### src/rtl/pipe_tap_pkg.sv
// Shared encodings for the tap-chain checker: FSM states, vote codes and mode values.
package pipe_tap_pkg;

  typedef enum logic [2:0] {
    IDLE   = 3'd0,
    PRIME  = 3'd1,
    HUNT   = 3'd2,
    LOCKED = 3'd3,
    FAULT  = 3'd4
  } state_t;

  typedef enum logic [1:0] {
    NONE = 2'd0,
    PIPE = 2'd1,
    COLL = 2'd2,
    BAD  = 2'd3
  } vote_t;

  localparam logic MODE_PIPE = 1'b0;
  localparam logic MODE_COLL = 1'b1;

  localparam int         VOTE_CNT_W    = 4;
  localparam logic [1:0] PRIME_SAMPLES = 2'd2;

  function automatic logic vote_is_real(input vote_t v);
    return (v == PIPE) || (v == COLL);
  endfunction

  function automatic logic vote_to_mode(input vote_t v);
    return (v == COLL) ? MODE_COLL : MODE_PIPE;
  endfunction

endpackage

### src/rtl/pipe_tap_vote.sv
// Combinational classifier: compares the current taps with the previous sample's b/c
// and reports whether the chain looks like a shift pipeline, a collapsed chain, neither or both.
module pipe_tap_vote
  import pipe_tap_pkg::*;
#(
  parameter int W = 4
) (
  input  logic [W-1:0] b,
  input  logic [W-1:0] c,
  input  logic [W-1:0] d,
  input  logic [W-1:0] prev_b,
  input  logic [W-1:0] prev_c,
  output logic         p_ok,
  output logic         k_ok,
  output vote_t        vote
);

  always_comb begin
    p_ok = (c == prev_b) && (d == prev_c);
    k_ok = (b == c) && (c == d);
    vote = NONE;
    unique case ({p_ok, k_ok})
      2'b10:   vote = PIPE;
      2'b01:   vote = COLL;
      2'b11:   vote = NONE;   // constant data fits both models
      default: vote = BAD;
    endcase
  end

endmodule

### config.mk
export PLATFORM = sky130hd
export DESIGN_NAME = pipe_tap_vote
export DESIGN_NICKNAME = d
export VERILOG_FILES = /design/src/rtl/pipe_tap_pkg.sv /design/src/rtl/pipe_tap_vote.sv
export SDC_FILE = /design/constraint.sdc
export NUM_CORES = 1
export LEC_CHECK = 0
export CORE_AREA = 2 2 39 41
export DETAILED_ROUTE_END_ITERATION = 12
export DIE_AREA = 0 0 41 43
export PLACE_DENSITY_LB_ADDON = 0.08
export SLEW_MARGIN = 20
export SYNTH_ARGS = -nofsm -noshare
export SYNTH_HDL_FRONTEND = slang
export SYNTH_SLANG_ARGS = --single-unit
### constraint.sdc
create_clock -name vclk -period 1.9
set_clock_uncertainty 0.1 [all_clocks]
set_input_delay 0.38 -clock vclk [all_inputs]
set_output_delay 0.38 -clock vclk [all_outputs]
set_load 0.02 [all_outputs]
== Word-level counts from Yosys, hierarchy flattened ==
Index checks and enable logic that the tools add are counted.
Storage, ports and cells
  register bits after elaboration: 0
  bits of input ports: 20
  output and inout port bits: 4
Cells by class
  eq/ne operators: 7
  muxes and demuxes: 1
  reductions and logical operators: 2
Operators with widths (number)
  4-bit equality test: 4
  2-bit one-hot mux with 3 select lines: 1
  2-bit equality test, second input constant: 2
  2-bit by 1-bit equality test with 1-bit output, second input constant: 1
  1-bit logical AND: 2

== Depth between registers and ports, before layout ==
  depth after elaboration: 4
  depth in mapped cells: 3
  depth with buffers taken out: 3

== Worst setup path after synthesis ==
OpenSTA, ideal clock, no wires.
  kind: input -> output
  from: input port c[0]
  to: output port k_ok
  arrival: 1.248 ns
  slack: 0.172 ns
  stages: 3
  path buffers: 0
  path through: or3_1 a22oi_2 o221a_1
Between the ends
  longest elaborated chain between the ends: 2
  elaborated cells between the ends (all ways): 3
  classes of those cells: 2 x eq/ne; 1 x reduce/logical
RTL lines
  start: declaration: RTL line pipe_tap_vote.sv:9  | input logic [W-1:0] c,
  4-bit equality test: RTL line pipe_tap_vote.sv:20  | k_ok = (b == c) && (c == d);
  1-bit logical AND (*): RTL line pipe_tap_vote.sv:20
  end: declaration: RTL line pipe_tap_vote.sv:14  | output logic k_ok,
Every way passes the cells marked *; elsewhere a longest branch is shown, timed or not.

== Final worst setup path ==
Same ends and word-level chain as after synthesis.

==> out/metrics.yaml <==
worst_setup_path_end_kind: "output pin"
final_layout_size_suffix_gt1_share_pct: 50.94
first_global_vias: 274
mappedNetlistNets: 43
final_setup_tns_ns: 0
grt_antenna_before_repair: 0
final_antenna_net_count: 0
antenna_cells: 0
finalCritPeriodShare_pct: 97.67
timing.final.hold_violations: 0
period_needed_ns: 1.856
synth_simple_gate_area_share_pct: 39.71
num-clock-buffers: 0
relative_slew_margins_pct: 82.44
yosysSeqAreaShare_pct: 0
power.share.clock_pct: 0
grt.overflow.total: 0
port_buffers: 24
yosys-top-cells-area: "sky130_fd_sc_hd__xor2_1, sky130_fd_sc_hd__a22oi_2, sky130_fd_sc_hd__and3_1"
post_drt_via_cell_ratio: 4.246
number_of_slew_limit_violations_in_the_final_report: 0
synth.largest_area_cell: "sky130_fd_sc_hd__xor2_1"
fin_ws_ns: 0.04426
final_cell_mix: "sky130_fd_sc_hd__xor2_1, sky130_fd_sc_hd__buf_4, sky130_fd_sc_hd__clkdlybuf4s15_1, sky130_fd_sc_hd__dlygate4sd2_1"
pin_count_of_the_biggest_net_entering_global_routing: 4
design_area_um2: 481.7
die-area_mm2: 0.001763
synth_cell_type_count: 11
p_leak_nw: 0.2182
synth_compound_gate_area_share_pct: 19.12
nets: 75
critical_path.startpoint_type: "input pin"
dr.first_iter.drc_count: 1
cp_slowest_cell: "sky130_fd_sc_hd__or3_4"
sequential_cell_total: 0
initial_cell_density_of_the_core_pct: 12.30
netlist_area_um2: 170.2
synth-adder-area-share_pct: 0
grt_pass1_wl_mm: 1.041
synth_largest_type_area_fraction_pct: 41.18
critical_path_peak_fanout: 2
maxClockFrequency_mhz: 538.9
remaining_drc_errors: 0
core_region_mm2: 0.001384
power.share.switching_pct: 39.99
timing.hold.ws_ns: 1.129
share_comb_of_total_power_pct: 100.0
routed-via-count: 293
timing_worst_setup_path_type: "in2out"
pre_cts_slack_ns: -0.8024
synth.yosys.warnings: 0
cellPowerDensity_mw_per_mm2: 160.9
route.final.wire_length_um: 696
cap_viol_max_count: 0
avgSynthCellArea_um2: 7.398
finalSetupViolations: 0
outcome: "finished, final reports clean"
first_pass_iters: 2
syn_to_final_growth_pct: 183.1
arrival_ns: 1.38
power_frac_seq_pct: 0
p_sw_mw: 0.03099
critPathMaxStageDelay_ns: 0.37
synth_cells: 23
muxShareOfSynthArea_pct: 0
dominant_combinational_cell_family_by_area_after_synthesis: "XOR/XNOR gates"
layout_commonest_cell: "sky130_fd_sc_hd__xor2_1"
n_fill_cell: 156
irDropWorstVdd_mv: 0.05091
post_synth_xor_xnor_area_pct: 41.18
timing.critical_path.cells: "clkbuf_2, or3_4, a22oi_2, o221a_1, buf_6"
routabilityCongestion: 0.6499
pin_count: 24
track_usage_pct: 7.992
ff_latch_area_um2: 0
required_time_worst_endpoint_ns: 1.42
power.internal_mw: 0.04651
routedWlPerCell_um: 10.09
worstMarginPinSlew_ns: 0.2613
vertical_extent_of_the_die_um: 43
worstHoldPathType: "in2out"
place_area_um2: 475.5
std_cell_rows: 14
rsz0062_at_grt: "true"
fp.dieW_um: 41
-- metrics by stage --
stage	utilization [%]	cells	total power, mW
after floorplan	-	23	0.01927
after CTS	32.19	69	0.07040
after global routing	34.81	69	0.08613
final	34.81	69	0.07749
after detailed placement	34.36	69	0.08152
after global placement	34.36	69	0.08017
-- what timing repair did --
item | 4_1_cts | 5_1_grt
setup buffers | 0 | 0
hold buffers | 0 | 0
resized for setup | 57 | 19
pin swaps | 8 | 7
setup endpoints to repair | 4 | 4
-- synthesized netlist by cell type (all sizes together) --
cell and number:
and2 1, xor2 8, or3 2, and3 2, nand3 2, o221a 1, o221ai 1, nor4 2
nand2 1, a22oi 1, nor3 2
-- routing by layer --
layer / vias to the layer above / GRT usage, % / routed length (um)
met4: 0 / 0 / 0
met3: 0 / 0 / 83
li1: 148 / - / -
met1: 130 / 10.13 / 250
met2: 15 / 15.00 / 362
met5: - / 0 / 0
-- logic make-up after synthesis --
kind of cell	count (synthesis)
AND/OR/NAND/NOR	12
AO/OA/AOI/OAI	3
XOR/XNOR	8
-- cell type report --
type	count	area (um2)	share of cell area (%)
timing repair buffer	30	246.5	51.17
tap	16	20.02	4.156
multi-input combinational	23	215.2	44.68
-- power by group through the flow --
stage,clock (mW),combinational [mW],sequential [mW]
2_1_floorplan,0,0.0193,0
5_1_grt,0,0.0861,0
3_5_place_dp,0,0.0815,0
6_report,0,0.0775,0
3_3_place_gp,0,0.0802,0
4_1_cts,0,0.0704,0
-- critical path, delay by kind of cell --
kind / cells / cell delay [ns]
buf+inv: 2 / 0.21
compound gates: 2 / 0.41
simple gates: 1 / 0.37
-- final timing paths --
check | from | to | slack [ns] | cells past startpoint
max | c[0] | k_ok | 0.04 | 5
min | b[3] | vote[0] | 1.13 | 5
(Power assumes the default switching activity.)
